<file path="src/rtl/reg_addr_sequencer.sv">
// ---------------------------------------------------------------------------
// reg_addr_sequencer
//
// Captures an instruction word and a select code, then issues one or more
// register-file addresses over a valid/ready stream. Single-register selects
// (Rn, Rd, PC) produce one beat. The register-list select produces one beat
// per set bit of ir[NREG-1:0], at one beat per clock while the consumer is ready.
//
// Optional feature macro: REG_ADDR_DESCEND_EN
//   defined   : for sel=3, ir[23]==0 scans the highest set bit first and
//               ir[23]==1 scans the lowest set bit first.
//   undefined : ir[23] is ignored and the list is always scanned ascending.
//
// Ports
//   clk         in   1      clock, rising edge
//   reset       in   1      synchronous, active-high reset
//   ir          in   IRW    instruction word, sampled when a load is accepted
//   sel         in   2      0=Rn ir[19:16], 1=Rd ir[15:12], 2=PC_IDX, 3=list
//   load        in   1      request, accepted when load && !busy
//   out_ready   in   1      consumer accepts addr this cycle
//   addr        out  AW     registered register address
//   addr_valid  out  1      addr is valid
//   last        out  1      current beat is the final beat of the request
//   busy        out  1      request in progress, new loads ignored
//   empty_list  out  1      sel=3 request had no bits set (sticky until next load)
//   beats       out  AW+1   beats completed for the current/last request
// ---------------------------------------------------------------------------
module reg_addr_sequencer #(
  parameter int AW     = 4,
  parameter int IRW    = 32,
  parameter int PC_IDX = 15
) (
  input  logic           clk,
  input  logic           reset,
  input  logic [IRW-1:0] ir,
  input  logic [1:0]     sel,
  input  logic           load,
  input  logic           out_ready,
  output logic [AW-1:0]  addr,
  output logic           addr_valid,
  output logic           last,
  output logic           busy,
  output logic           empty_list,
  output logic [AW:0]    beats
);

  localparam int NREG = 1 << AW;

  typedef enum logic {
    IDLE  = 1'b0,
    ISSUE = 1'b1
  } state_t;

  state_t            state_reg;
  logic [NREG-1:0]   mask_reg;
  logic [NREG-1:0]   mask_next;
  logic [AW-1:0]     addr_reg;
  logic              addr_valid_reg;
  logic              last_reg;
  logic              busy_reg;
  logic              empty_list_reg;
  logic [AW:0]       beats_reg;
  logic              desc_reg;
  logic              load_desc;
  logic [NREG-1:0]   list_bits;
  logic              handshake;
  logic              unused_ir;

  assign list_bits = ir[NREG-1:0];
  assign handshake = addr_valid_reg && out_ready;
  assign unused_ir = ^ir;

  // Mask with the bit of the address currently on the bus removed; this is
  // what remains after the current beat is accepted.
  genvar gi;
  generate
    for (gi = 0; gi < NREG; gi++) begin : g_clear
      assign mask_next[gi] = mask_reg[gi] && (addr_reg != AW'(gi));
    end
  endgenerate

  // Index of the lowest (desc=0) or highest (desc=1) set bit; 0 for an empty mask.
  function automatic logic [AW-1:0] pick(input logic [NREG-1:0] m, input logic desc);
    logic [AW-1:0] idx;
    idx = '0;
    for (int i = NREG - 1; i >= 0; i--) begin
      if (!desc && m[i]) idx = AW'(i);
    end
    for (int i = 0; i < NREG; i++) begin
      if (desc && m[i]) idx = AW'(i);
    end
    return idx;
  endfunction

  function automatic logic exactly_one(input logic [NREG-1:0] m);
    return (m != '0) && ((m & (m - NREG'(1))) == '0);
  endfunction

`ifdef REG_ADDR_DESCEND_EN
  // ir[23]==0 means a downward scan, so the highest index goes first.
  assign load_desc = ~ir[23];

  always_ff @(posedge clk) begin
    if (reset) begin
      desc_reg <= 1'b0;
    end else if (state_reg == IDLE && load) begin
      desc_reg <= load_desc;
    end
  end
`else
  assign load_desc = 1'b0;
  assign desc_reg  = 1'b0;
`endif

  always_ff @(posedge clk) begin
    if (reset) begin
      state_reg      <= IDLE;
      mask_reg       <= '0;
      addr_reg       <= '0;
      addr_valid_reg <= 1'b0;
      last_reg       <= 1'b0;
      busy_reg       <= 1'b0;
      empty_list_reg <= 1'b0;
      beats_reg      <= '0;
    end else begin
      case (state_reg)
        IDLE: begin
          if (load) begin
            state_reg      <= ISSUE;
            busy_reg       <= 1'b1;
            addr_valid_reg <= 1'b1;
            beats_reg      <= '0;
            empty_list_reg <= 1'b0;
            mask_reg       <= '0;
            last_reg       <= 1'b1;
            case (sel)
              2'd0: addr_reg <= ir[16 +: AW];
              2'd1: addr_reg <= ir[12 +: AW];
              2'd2: addr_reg <= AW'(PC_IDX);
              default: begin
                if (list_bits == '0) begin
                  // Empty list degenerates to a single PC beat.
                  addr_reg       <= AW'(PC_IDX);
                  empty_list_reg <= 1'b1;
                end else begin
                  mask_reg <= list_bits;
                  addr_reg <= pick(list_bits, load_desc);
                  last_reg <= exactly_one(list_bits);
                end
              end
            endcase
          end
        end
        ISSUE: begin
          if (handshake) begin
            beats_reg <= beats_reg + (AW+1)'(1);
            if (last_reg) begin
              state_reg      <= IDLE;
              busy_reg       <= 1'b0;
              addr_valid_reg <= 1'b0;
              last_reg       <= 1'b0;
              mask_reg       <= '0;
            end else begin
              // Only list requests reach here; present the next set bit at once.
              mask_reg <= mask_next;
              addr_reg <= pick(mask_next, desc_reg);
              last_reg <= exactly_one(mask_next);
            end
          end
        end
        default: state_reg <= IDLE;
      endcase
    end
  end

  assign addr       = addr_reg;
  assign addr_valid = addr_valid_reg;
  assign last       = last_reg;
  assign busy       = busy_reg;
  assign empty_list = empty_list_reg;
  assign beats      = beats_reg;

endmodule

</file>
<file path="config.mk">
export PLATFORM = sky130hd
export DESIGN_NAME = reg_addr_sequencer
export DESIGN_NICKNAME = d
export VERILOG_FILES = /design/src/rtl/reg_addr_sequencer.sv
export SDC_FILE = /design/constraint.sdc
export NUM_CORES = 1
export LEC_CHECK = 0
export ABC_AREA = 1
export BUFFER_PORTS_ARGS = -buffer_cell sky130_fd_sc_hd__buf_2
export CORE_AREA = 2 2 82 60
export CTS_CLUSTER_SIZE = 20
export DETAILED_ROUTE_END_ITERATION = 10
export DIE_AREA = 0 0 84 62
export PLACE_DENSITY_LB_ADDON = 0.05
export SYNTH_ARGS = -nofsm -noshare
export SYNTH_HDL_FRONTEND = slang
export SYNTH_SLANG_ARGS = --single-unit
export TNS_END_PERCENT = 5
</file>
<file path="constraint.sdc">
create_clock -name clk -period 2.06 [get_ports clk]
set_input_delay 0.206 -clock clk [delete_from_list [all_inputs] [get_ports clk]]
set_output_delay 0.206 -clock clk [all_outputs]
set_load 0.02 [all_outputs]
</file>
======== Word level (Yosys, flattened, before mapping) ========
Cells that the tools add are included.
Widths: inputs -> output; s select.
operators by class
  $add $sub $neg .......................... 3
  reduce and logical (&&, ||, !) cells .... 31
  bitwise logic cells ..................... 3
  equality and inequality tests ........... 21
  muxes and demuxes ....................... 63
operators by type and width
  cell                   number
  $mux 4                 36
  $mux 16                5
  $logic_not 16->1       3
  $and 16x16->16         2
  $ne 4x4->1 const B     8
  $pmux 16 s2            1
  $reduce_bool 16->1     2
  $sub 16x1->16 const B  2
  $logic_and 1x1->1      19
  $ne 4x3->1 const B     4
  $mux 1                 13
  $pmux 4 s3             1
  $mux 5                 2
  $pmux 5 s2             1
  $ne 4x2->1 const B     2
  $pmux 4 s2             1
  $pmux 1 s2             3
  $reduce_and 3->1       2
  $add 5x1->5 const B    1
  $ne 2x1->1 const B     2
  $ne 2x2->1 const B     2
  $ne 4x1->1 const B     1
  $reduce_and 2->1       2
  $reduce_bool 4->1      1
  5 further kinds        5
storage, ports and cells
  word-level logic and storage cells ...... 128
  input port bits ......................... 38
  register bits after elaboration ......... 29
  output and inout bits ................... 13

======== Depth between registers and ports, before layout ========
Gate-level depths: netlist of run 1.
  word-level depth ........................ 21
  depth in mapped cells ................... 20

======== Worst setup path after synthesis of run 1 ========
Ideal clock, no wire load.
  kind .................................... reg2reg
  start point ............................. register addr_reg[2] (netlist: addr[2])
  end point ............................... register last_reg (netlist: last)
  slack ................................... 0.164 ns
  stages on the path, launching flop included .. 12
  buffers on the path ..................... 0
  arrival time ............................ 1.769 ns
  library setup time ...................... 0.127 ns
  clock period less this slack ............ 1.896 ns
  path through ............................ dfxtp_1 > nand2_1 > o21ai_0 > nand2_1 > nor2_1 > nand2_2 > o21ai_1 > o21ai_1 > o21ai_1 > a21oi_1 > nand3_1 > a21oi_2
on the way
  cells in the longest elaborated chain, start to end .. 9
RTL lines
  what                                line  text
  start: declaration                  57    logic [AW-1:0] addr_reg;
  start signal: assignment            137   2'd0: addr_reg <= ir[16 +: AW];
  start signal: assignment            138   2'd1: addr_reg <= ir[12 +: AW];
  start signal: assignment            139   2'd2: addr_reg <= AW'(PC_IDX);
  $ne 4x1->1 (tied with other cells)  78    assign mask_next[gi] = mask_reg[gi] && (addr_reg != AW'(gi));
  $logic_and 1x1->1                   78
  $sub 16x1->16                       96    return (m != '0) && ((m & (m - NREG'(1))) == '0);
  $and 16x16->16                      96
  $logic_not 16->1                    96
  $logic_and 1x1->1 *                 96
  $mux 1 *                            157   if (last_reg) begin
  $mux 1 *                            155   if (handshake) begin
  $pmux 1 s2 *                        126   case (state_reg)
  end signal: assignment              148   last_reg <= exactly_one(list_bits);
  end signal: assignment              167   last_reg <= exactly_one(mask_next);
  end: declaration                    59    logic last_reg;
Mark *: on every way between the ends. The rest lies on a longest branch, timed or not. The select of a mux whose other input is x is not followed.
A chain may end at the register's enable or synchronous reset.

======== Worst setup path after layout of run 1 ========
  start point ............................. register addr_reg[0] (netlist: addr[0])
  end point ............................... register last_reg (netlist: last)
The elaborated chain is that of the path after synthesis.

==> results.sh, run 1 <==
export IMPL_status="complete, no violations"
export IMPL_core_rowCount=21
export IMPL_rsz0062_at_grt="false"
export IMPL_internal_power_mw=1.089
export IMPL_avgRoutedWirePerCell_um=13.96
export IMPL_dr_pass1_iters=5
export IMPL_combPwrFrac_pct=39.0
export IMPL_postSynth_asyncResetShare_pct=0
export IMPL_synth_cells=365
export IMPL_seqPwrFrac_pct=35.6
export IMPL_io_buffers=38
export IMPL_num_vias=2610
export IMPL_layout_worst_path_cycle_share_pct=94.52
export IMPL_crit_buf_inv=2
export IMPL_p_switching_mw=0.7419
export IMPL_wirelength_um=6730
export IMPL_syn_to_final_growth_pct=24.17
export IMPL_clk_pin_slew_ns=0.07
export IMPL_period_minus_slack_ns=1.947
export IMPL_grt_overflow_total=0
export IMPL_place_hpwl_um=5369
export IMPL_stdcell_area_sq_um=2751
export IMPL_gp_congestion=0.9490
export IMPL_largest_reg_flops=16
export IMPL_crit_arrival_ns=2.17
export IMPL_hold_path_class="in -> reg"
export IMPL_setup_viol=0
export IMPL_worst_setup_path_start_kind="flop"
export IMPL_layout_common_cells="nand2_1, inv_1, a21oi_1, buf_2, nor2_1"
export IMPL_instances_no_fill=482
export IMPL_cts_made_buffers=5
export IMPL_drv_cap=0
export IMPL_cts_tree="built"
export IMPL_worst_ep_required_time_ns=2.28
export IMPL_antenna_found_initial=0
export IMPL_finalHoldViolations=0
export IMPL_mostFrequentLayoutCell="nand2_1"
export IMPL_n_antenna_cell=0
export IMPL_post_place_ws_ns=0.04552
export IMPL_clk_latency_ns=0.29
export IMPL_dieArea_sq_um=5208
export IMPL_fp_dieH_um=62
export IMPL_final_nets=463
export IMPL_netlist_area_sq_um=2216
export IMPL_ys_ff_latch=29
export IMPL_swShare_pct=40.52
export IMPL_tightestPinTransition_ns=0.5309
export IMPL_slowest_stage="dfxtp_4"
export IMPL_fin_util_pct=60.53
export IMPL_synth_cell_type_count=38
export IMPL_grt_pass1_vias=2296
export IMPL_power_frac_clock_pct=25.4
export IMPL_fillerInstances=449
export IMPL_grt_max_degree=18
export IMPL_vdd_ir_drop_max_mv=0.3724
export IMPL_path_delay_family="simple AND/OR/NAND/NOR gates"
export IMPL_finClkSkew_ns=0.005231
export IMPL_holdWs_ns=0.1952
export IMPL_antenna_left=0
export IMPL_path_cells="inv_2 > nand2_4 > o21ai_4 > nand2_2 > nor3_4 > nand2_2 > clkinv_4 > nand2_4 > o21ai_1 > o21ai_1 > a21oi_1 > nand3_1 > a21oi_2"
export IMPL_h_tree_depth=2
export IMPL_fmax_mhz=513.6
export IMPL_worst_setup_path_type="reg -> reg"
export IMPL_synth_nets=404
export IMPL_drive_above_1_share_pct=27.06
export IMPL_io_pins=51
export IMPL_yosysSeqAreaShare_pct=26.20
export IMPL_ys_warn_count=0
export IMPL_cts_sinks=29
export IMPL_setup_ws_ns=0.1129
export IMPL_grt_use_total_pct=27.43
export IMPL_worstSetupEndpointType="flop"
export IMPL_initialDrtViolationCount=181
export IMPL_vias_per_cell=5.415
export IMPL_setup_tns_ns=0
export IMPL_syn_avg_cell_area_sq_um=6.071
export IMPL_initial_core_util_pct=48.75
export IMPL_max_stage_delay_ns=0.37
export IMPL_synth_edf_count=0
export IMPL_cts_root_buffer="clkbuf_8"
export IMPL_crit_fanout=6
export IMPL_slew_headroom_pct=64.57
export IMPL_synth_main_ff_cell="dfxtp_1"
export IMPL_coreArea_sq_um=4546
export IMPL_maxSlewViolCount=0
export IMPL_dp_cells=472
export IMPL_drc_errors=0
export IMPL_placed_cell_area_sq_um=2584
export IMPL_grt_pass1_wl_um=10860
export IMPL_leakage_nw=1.377
export IMPL_cts_buffer_depth=2
export IMPL_totalPowerFinal_mw=1.831
export IMPL_power_density_nw_per_um2=665.4
export IMPL_die_x_um=84
==> worst paths after layout <==
kind,depth (start not counted),slack [ns],start,to
max,13,0.11,addr[0]$_SDFFE_PP0P_,last$_SDFFE_PP0P_
min,3,0.20,ir[4],mask_reg[4]$_SDFFE_PP0P_
max reg2reg,13,0.11,addr[0]$_SDFFE_PP0P_,last$_SDFFE_PP0P_
min reg2reg,2,0.47,empty_list$_SDFFE_PP0P_,empty_list$_SDFFE_PP0P_
==> worst register-to-register path: stages (launching register included) <==
cell and delay, ns:
dfxtp_4 0.37, inv_2 0.09, nand2_4 0.09, o21ai_4 0.17, nand2_2 0.10, nor3_4 0.21, nand2_2 0.12, clkinv_4 0.09
nand2_4 0.05, o21ai_1 0.11, o21ai_1 0.08, a21oi_1 0.18, nand3_1 0.14, a21oi_2 0.12
==> cells in the mapped netlist, types with 2 or more instances <==
library cell / number / area [sq um]
nand2_1: 81 / 304.0
dfxtp_1: 29 / 580.6
clkbuf_1: 5 / 18.77
nor3_1: 13 / 65.06
nand2_4: 3 / 33.78
inv_1: 51 / 191.4
inv_2: 5 / 18.77
nor3b_1: 2 / 15.01
o221ai_1: 8 / 70.07
a31oi_1: 3 / 18.77
o21ai_0: 35 / 175.2
o22ai_1: 2 / 12.51
o21ai_2: 7 / 61.31
o2111ai_1: 2 / 17.52
nand2_2: 8 / 50.05
nand3_1: 11 / 55.05
nor2_1: 35 / 131.4
a21oi_1: 38 / 190.2
or2_2: 2 / 12.51
o21ai_1: 7 / 35.03
==> logic make-up after synthesis <==
logic type / Yosys count / synth area share, %
AOI/OAI and AO/OA: 107 / 28.01
adders and majority gates: 2 / 1.016
DFF: 29 / 26.20
xor gates and xnor gates: 1 / 0.3953
buffers and inverters: 66 / 12.20
and+or+nand+nor: 160 / 32.19
==> metal layers <==
layer | vias to the layer above | wire (um) | track usage [%]
met5 | - | 0 | 0
met2 | 81 | 2841 | 42.51
met3 | 2 | 563 | 8.983
li1 | 1331 | - | -
met1 | 1196 | 3300 | 38.10
met4 | 0 | 25 | 5.530
==> cell type report <==
cell class | instances | area (sq um) | area share (%)
multi-input combinational | 270 | 1425 | 51.80
sequential | 29 | 588.1 | 21.37
timing repair buffer | 61 | 362.8 | 13.19
inverter | 57 | 221.5 | 8.049
clock buffer | 6 | 72.57 | 2.638
tap | 57 | 71.32 | 2.592
clock inverter | 2 | 10.01 | 0.3638
==> timing repair <==
action                     CTS  global route
setup endpoints to repair    0             5
hold buffers                 0             0
gates resized for setup      0            26
setup buffers                0             2
==> power groups by stage <==
stage,clock (mW),sequential [mW],combinational [mW]
floorplan,0,0.669,0.425
global placement,0,0.653,0.655
detailed placement,0,0.655,0.660
CTS,0.476,0.643,0.663
global route,0.500,0.659,0.787
finish,0.465,0.653,0.714
(Power assumes the default switching activity.)
==> run 2, diff against run 1 <==
--- a/config.mk
+++ b/config.mk
@@ -12,6 +12,7 @@
 export DETAILED_ROUTE_END_ITERATION = 10
 export DIE_AREA = 0 0 84 62
 export PLACE_DENSITY_LB_ADDON = 0.05
+export RECOVER_POWER = 50
 export SYNTH_ARGS = -nofsm -noshare
 export SYNTH_HDL_FRONTEND = slang
 export SYNTH_SLANG_ARGS = --single-unit
==> run 2 against run 1 <==
Largest cell class unchanged. Critical endpoint unchanged. Worst setup slack gained 0.0056 ns. Non-clock buffer count is the same. Register-to-register slack is essentially flat. Worst hold slack is essentially flat. Highest routed layer unchanged. Maximum frequency grew 0.29%. Clock skew is essentially flat.
==> results.sh, run 2 (synthesized netlist as in run 1, its figures left out) <==
export IMPL_status="complete, no violations"
export IMPL_die_x_um=84
export IMPL_finalHoldViolations=0
export IMPL_coreArea_sq_um=4546
export IMPL_leakage_nw=1.326
export IMPL_stdcell_area_sq_um=2730
export IMPL_r2r_cells=13
export IMPL_cts_made_buffers=5
export IMPL_avgRoutedWirePerCell_um=13.96
export IMPL_rsz0062_at_grt="false"
export IMPL_wirelength_um=6728
export IMPL_instances_no_fill=482
export IMPL_io_buffers=38
export IMPL_setup_viol=0
export IMPL_maxSlewViolCount=0
export IMPL_clk_latency_ns=0.29
export IMPL_grt_pass1_vias=2296
export IMPL_syn_to_final_growth_pct=23.21
export IMPL_grt_use_total_pct=27.43
export IMPL_crit_start="addr[0]$_SDFFE_PP0P_"
export IMPL_r2r_slack_ns=0.12
export IMPL_slew_headroom_pct=56.45
export IMPL_max_stage_delay_ns=0.37
export IMPL_reg2reg_from="addr[0]$_SDFFE_PP0P_"
export IMPL_h_tree_depth=2
export IMPL_tightestPinTransition_ns=0.6533
export IMPL_grt_busiest_layer="met2"
export IMPL_worst_setup_path_start_kind="flop"
export IMPL_drv_cap=0
export IMPL_vdd_ir_drop_max_mv=0.3724
export IMPL_grtUsageMet3_pct=8.983
export IMPL_setup_tns_ns=0
export IMPL_cts_root_buffer="clkbuf_8"
export IMPL_grt_pass1_wl_um=10860
export IMPL_cts_buffer_depth=2
export IMPL_vias_per_cell=5.446
export IMPL_fin_util_pct=60.06
export IMPL_power_density_nw_per_um2=668.2
export IMPL_antenna_left=0
export IMPL_r2r_end="last$_SDFFE_PP0P_"
export IMPL_holdWs_ns=0.1950
export IMPL_worst_ep_required_time_ns=2.29
export IMPL_mostFrequentLayoutCell="nand2_1"
export IMPL_hold_path_class="in -> reg"
export IMPL_dieArea_sq_um=5208
export IMPL_largest_reg_flops=16
export IMPL_worstSetupEndpointType="flop"
export IMPL_layout_worst_path_cycle_share_pct=94.25
export IMPL_fmax_mhz=515.1
export IMPL_path_cells="inv_2 > nand2_4 > o21ai_4 > nand2_2 > nor3_4 > nand2_2 > clkinv_4 > nand2_4 > o21ai_1 > o21ai_1 > a21oi_1 > nand3_1 > a21oi_2"
export IMPL_io_pins=51
export IMPL_crit_arrival_ns=2.17
export IMPL_clk_pin_slew_ns=0.07
export IMPL_use_met1_pct=38.10
export IMPL_fp_dieH_um=62
export IMPL_worst_setup_path_type="reg -> reg"
export IMPL_grtUsageMet2_pct=42.51
export IMPL_drc_errors=0
export IMPL_finClkSkew_ns=0.005273
export IMPL_crit_path_end="last$_SDFFE_PP0P_"
export IMPL_period_minus_slack_ns=1.942
export IMPL_num_vias=2625
export IMPL_grt_max_degree=18
export IMPL_n_antenna_cell=0
export IMPL_antenna_found_initial=0
export IMPL_layout_common_cells="nand2_1, inv_1, a21oi_1"
export IMPL_drive_above_1_share_pct=24.00
export IMPL_slowest_stage="dfxtp_4"
export IMPL_dr_pass1_iters=5
export IMPL_crit_fanout=6
export IMPL_grt_overflow_total=0
export IMPL_final_nets=463
export IMPL_place_hpwl_um=5369
export IMPL_dp_cells=472
export IMPL_cts_sinks=29
export IMPL_initialDrtViolationCount=193
export IMPL_gp_congestion=0.9490
export IMPL_placed_cell_area_sq_um=2584
export IMPL_cts_tree="built"
export IMPL_core_rowCount=21
export IMPL_initial_core_util_pct=48.75
==> run 2: final cells by class <==
class / count / area [sq um]
Fill cell: 454 / 1815
Multi-Input combinational cell: 270 / 1425
Sequential cell: 29 / 588.1
Timing Repair Buffer: 61 / 341.6
Inverter: 57 / 221.5
Clock buffer: 6 / 72.57
Tap cell: 57 / 71.32
Clock inverter: 2 / 10.01
==> run 2: through the flow <==
| step | power [mW] | setup WS (ns) |
|---|---|---|
| after floorplan | 1.094 | 0.1641 |
| after global placement | 1.308 | 0.09788 |
| after detailed placement | 1.315 | 0.04552 |
| after CTS | 1.782 | 0.03051 |
| after global routing | 1.938 | 0.002636 |
| final | 1.824 | 0.1185 |
==> run 2: worst min path at each step <==
stage                                 start                        end  slack [ns]  depth (start not counted)
floorplan                            ir[15]  mask_reg[15]$_SDFFE_PP0P_        0.35                          2
detailed placement  empty_list$_SDFFE_PP0P_    empty_list$_SDFFE_PP0P_        0.46                          2
global placement    empty_list$_SDFFE_PP0P_    empty_list$_SDFFE_PP0P_        0.45                          2
global route                          ir[3]   mask_reg[3]$_SDFFE_PP0P_        0.18                          3
finish                                ir[4]   mask_reg[4]$_SDFFE_PP0P_        0.19                          3
CTS                                   ir[3]   mask_reg[3]$_SDFFE_PP0P_        0.18                          3
==> run 2: routing by layer <==
metal,vias to the layer above,wire [um],share of wire [%]
li1,1329,-,-
met1,1204,3350,50
met2,86,2830,42
met3,6,500,7.4
met4,0,47,0.70
met5,-,0,0
==> run 2: worst max-delay path: cells and delay by family (launching register included) <==
family	cells	cell delay, ns
buffers and inverters	2	0.18
DFF	1	0.37
AOI/OAI and AO/OA	5	0.66
and+or+nand+nor	6	0.71
==> run 2: repair_timing <==
action | CTS | global route
setup buffers | 0 | 2
gates resized for setup | 0 | 26
hold buffers | 0 | 0
endpoints found under the hold margin | 0 | 0
setup endpoints to repair | 0 | 5
==> run 2: report_power, final <==
part           switching (mW)  internal (mW)  leakage (nW)  total [mW]
clock network           0.231          0.234        0.0450       0.464
logic                   0.466          0.241          1.04       0.707
registers              0.0461          0.607         0.239       0.653
total                   0.743           1.08          1.33        1.82
==> run 3, diff against run 2 <==
--- a/config.mk
+++ b/config.mk
@@ -8,6 +8,7 @@
 export ABC_AREA = 1
 export BUFFER_PORTS_ARGS = -buffer_cell sky130_fd_sc_hd__buf_2
 export CORE_AREA = 2 2 82 60
+export CTS_BUF_LIST = sky130_fd_sc_hd__clkbuf_4 sky130_fd_sc_hd__clkbuf_8 sky130_fd_sc_hd__clkbuf_16
 export CTS_CLUSTER_SIZE = 20
 export DETAILED_ROUTE_END_ITERATION = 10
 export DIE_AREA = 0 0 84 62
==> run 3 against run 2 <==
Global-route usage barely moved. Worst hold slack worse by 0.0069 ns. Critical path depth unchanged. Register-to-register slack is essentially flat. Clock-buffer cell count unchanged. Clock power grew 3%. Wire length shrank 0.36%. Sequential share of layout area about the same. Utilization increased by 0.083 points. Clock skew about the same.
==> results.sh, run 3 (synthesized netlist as in run 1, its figures left out) <==
export IMPL_cts_root_buffer="clkbuf_8"
export IMPL_hold_path_depth=3
export IMPL_leakage_nw=1.329
export IMPL_h_tree_depth=2
export IMPL_initial_core_util_pct=48.75
export IMPL_grt_use_total_pct=27.40
export IMPL_fmax_mhz=513.5
export IMPL_io_buffers=38
export IMPL_r2r_cells=13
export IMPL_hold_path_class="in -> reg"
export IMPL_dieArea_sq_um=5208
export IMPL_slew_headroom_pct=56.98
export IMPL_maxSlewViolCount=0
export IMPL_cts_made_buffers=5
export IMPL_max_stage_delay_ns=0.37
export IMPL_final_nets=463
export IMPL_period_minus_slack_ns=1.948
export IMPL_drv_cap=0
export IMPL_n_antenna_cell=0
export IMPL_p_switching_mw=0.7436
export IMPL_path_delay_family="simple AND/OR/NAND/NOR gates"
export IMPL_largest_reg_flops=16
export IMPL_setup_tns_ns=0
export IMPL_clk_latency_ns=0.29
export IMPL_crit_buf_inv=2
export IMPL_combPwrFrac_pct=38.4
export IMPL_cts_buffer_depth=2
export IMPL_fin_util_pct=60.14
export IMPL_instances_no_fill=482
export IMPL_dr_pass1_iters=5
export IMPL_hold_end="mask_reg[4]$_SDFFE_PP0P_"
export IMPL_worstHoldStart="ir[4]"
export IMPL_vdd_ir_drop_max_mv=0.3721
export IMPL_swShare_pct=40.45
export IMPL_grt_overflow_total=0
export IMPL_power_density_nw_per_um2=672.4
export IMPL_crit_arrival_ns=2.18
export IMPL_mostFrequentLayoutCell="nand2_1"
export IMPL_cts_hold_fix_buffers=0
export IMPL_setup_viol=0
export IMPL_coreArea_sq_um=4546
export IMPL_grt_pass1_vias=2294
export IMPL_worst_ep_required_time_ns=2.29
export IMPL_core_rowCount=21
export IMPL_seqPwrFrac_pct=35.5
export IMPL_drive_above_1_share_pct=24.24
export IMPL_reg2reg_from="addr[0]$_SDFFE_PP0P_"
export IMPL_clk_pin_slew_ns=0.07
export IMPL_grt_pass1_wl_um=10850
export IMPL_num_vias=2608
export IMPL_worst_setup_path_start_kind="flop"
export IMPL_die_x_um=84
export IMPL_vias_per_cell=5.411
export IMPL_syn_to_final_growth_pct=23.38
export IMPL_path_cells="inv_2 > nand2_4 > o21ai_4 > nand2_2 > nor3_4 > nand2_2 > clkinv_4 > nand2_4 > o21ai_1 > o21ai_1 > a21oi_1 > nand3_1 > a21oi_2"
export IMPL_place_hpwl_um=5369
export IMPL_finClkSkew_ns=0.005402
export IMPL_dp_cells=472
export IMPL_cts_tree="built"
export IMPL_antenna_found_initial=0
export IMPL_status="complete, no violations"
export IMPL_r2r_slack_ns=0.11
export IMPL_wirelength_um=6704
export IMPL_layout_worst_path_cycle_share_pct=94.54
export IMPL_r2r_end="last$_SDFFE_PP0P_"
export IMPL_gp_congestion=0.9490
export IMPL_drc_errors=0
export IMPL_crit_fanout=6
export IMPL_fp_dieH_um=62
export IMPL_worst_setup_path_type="reg -> reg"
export IMPL_tightestPinTransition_ns=0.6454
export IMPL_worstSetupEndpointType="flop"
export IMPL_avgRoutedWirePerCell_um=13.91
export IMPL_grt_max_degree=18
export IMPL_layout_common_cells="nand2_1, inv_1, a21oi_1"
export IMPL_cts_sinks=29
export IMPL_finalHoldViolations=0
export IMPL_power_frac_clock_pct=26.1
export IMPL_initialDrtViolationCount=192
export IMPL_slowest_stage="dfxtp_4"
export IMPL_io_pins=51
export IMPL_internal_power_mw=1.095
export IMPL_rsz0062_at_grt="false"
export IMPL_antenna_left=0
[run 3: cell counts in the layout (fill, tap and decap cells not counted)]
No cell type changed its count.
[run 3: what timing repair did]
item	in CTS	in global routing
setup endpoints to repair	0	5
buffers inserted	0	2
resized for setup	0	26
[run 3: worst max-delay path by stage]
| stage | startpoint | end | slack [ns] | cells after the start |
|---|---|---|---|---|
| floorplan | addr[2]$_SDFFE_PP0P_ | last$_SDFFE_PP0P_ | 0.16 | 11 |
| global placement | addr[2]$_SDFFE_PP0P_ | last$_SDFFE_PP0P_ | 0.1 | 11 |
| detailed placement | addr[2]$_SDFFE_PP0P_ | last$_SDFFE_PP0P_ | 0.05 | 11 |
| CTS | addr[2]$_SDFFE_PP0P_ | last$_SDFFE_PP0P_ | 0.03 | 11 |
| global route | addr[0]$_SDFFE_PP0P_ | last$_SDFFE_PP0P_ | 0.003 | 12 |
| finish | addr[0]$_SDFFE_PP0P_ | last$_SDFFE_PP0P_ | 0.11 | 13 |
[run 3: power by group through the flow]
stage | Combinational, mW | Sequential, mW | Clock (mW)
after floorplan | 0.425 | 0.669 | 0
final | 0.705 | 0.653 | 0.480
after global routing | 0.779 | 0.659 | 0.511
after CTS | 0.663 | 0.643 | 0.489
after global placement | 0.655 | 0.653 | 0
after detailed placement | 0.660 | 0.655 | 0
[run 3: metrics by stage]
stage                     instance area (sq um)  setup slack [ns]  hold WS, ns  total power [mW]
after global routing                       2734          0.002609       0.1842             1.949
after detailed placement                   2584           0.04552       0.4576             1.315
after floorplan                            2216            0.1641       0.3544             1.094
after global placement                     2584           0.09788       0.4523             1.308
final                                      2734            0.1124       0.1881             1.838
after CTS                                  2670           0.03059       0.1835             1.795
[run 3: layer usage]
metal	vias to the layer above	global-route usage (%)	part of all wire, %
met1	1181	38.02	48
met4	0	5.530	1.1
met2	88	42.51	42
met3	6	8.983	9.0
li1	1333	-	-
met5	-	0	0
[run 3: final cells by class]
class	count	area [sq um]
tap	57	71.32
sequential	29	588.1
multi-input combinational	270	1425
timing repair buffer	61	341.6
clock inverter	2	10.01
clock buffer	6	76.32
fill	456	1812
inverter	57	221.5
[run 3: worst register-to-register path, stage by stage, from the launching register on]
cell	delay, ns
dfxtp_4	0.37
inv_2	0.09
nand2_4	0.09
o21ai_4	0.17
nand2_2	0.10
nor3_4	0.21
nand2_2	0.12
clkinv_4	0.09
nand2_4	0.05
o21ai_1	0.11
o21ai_1	0.07
a21oi_1	0.18
nand3_1	0.14
a21oi_2	0.12
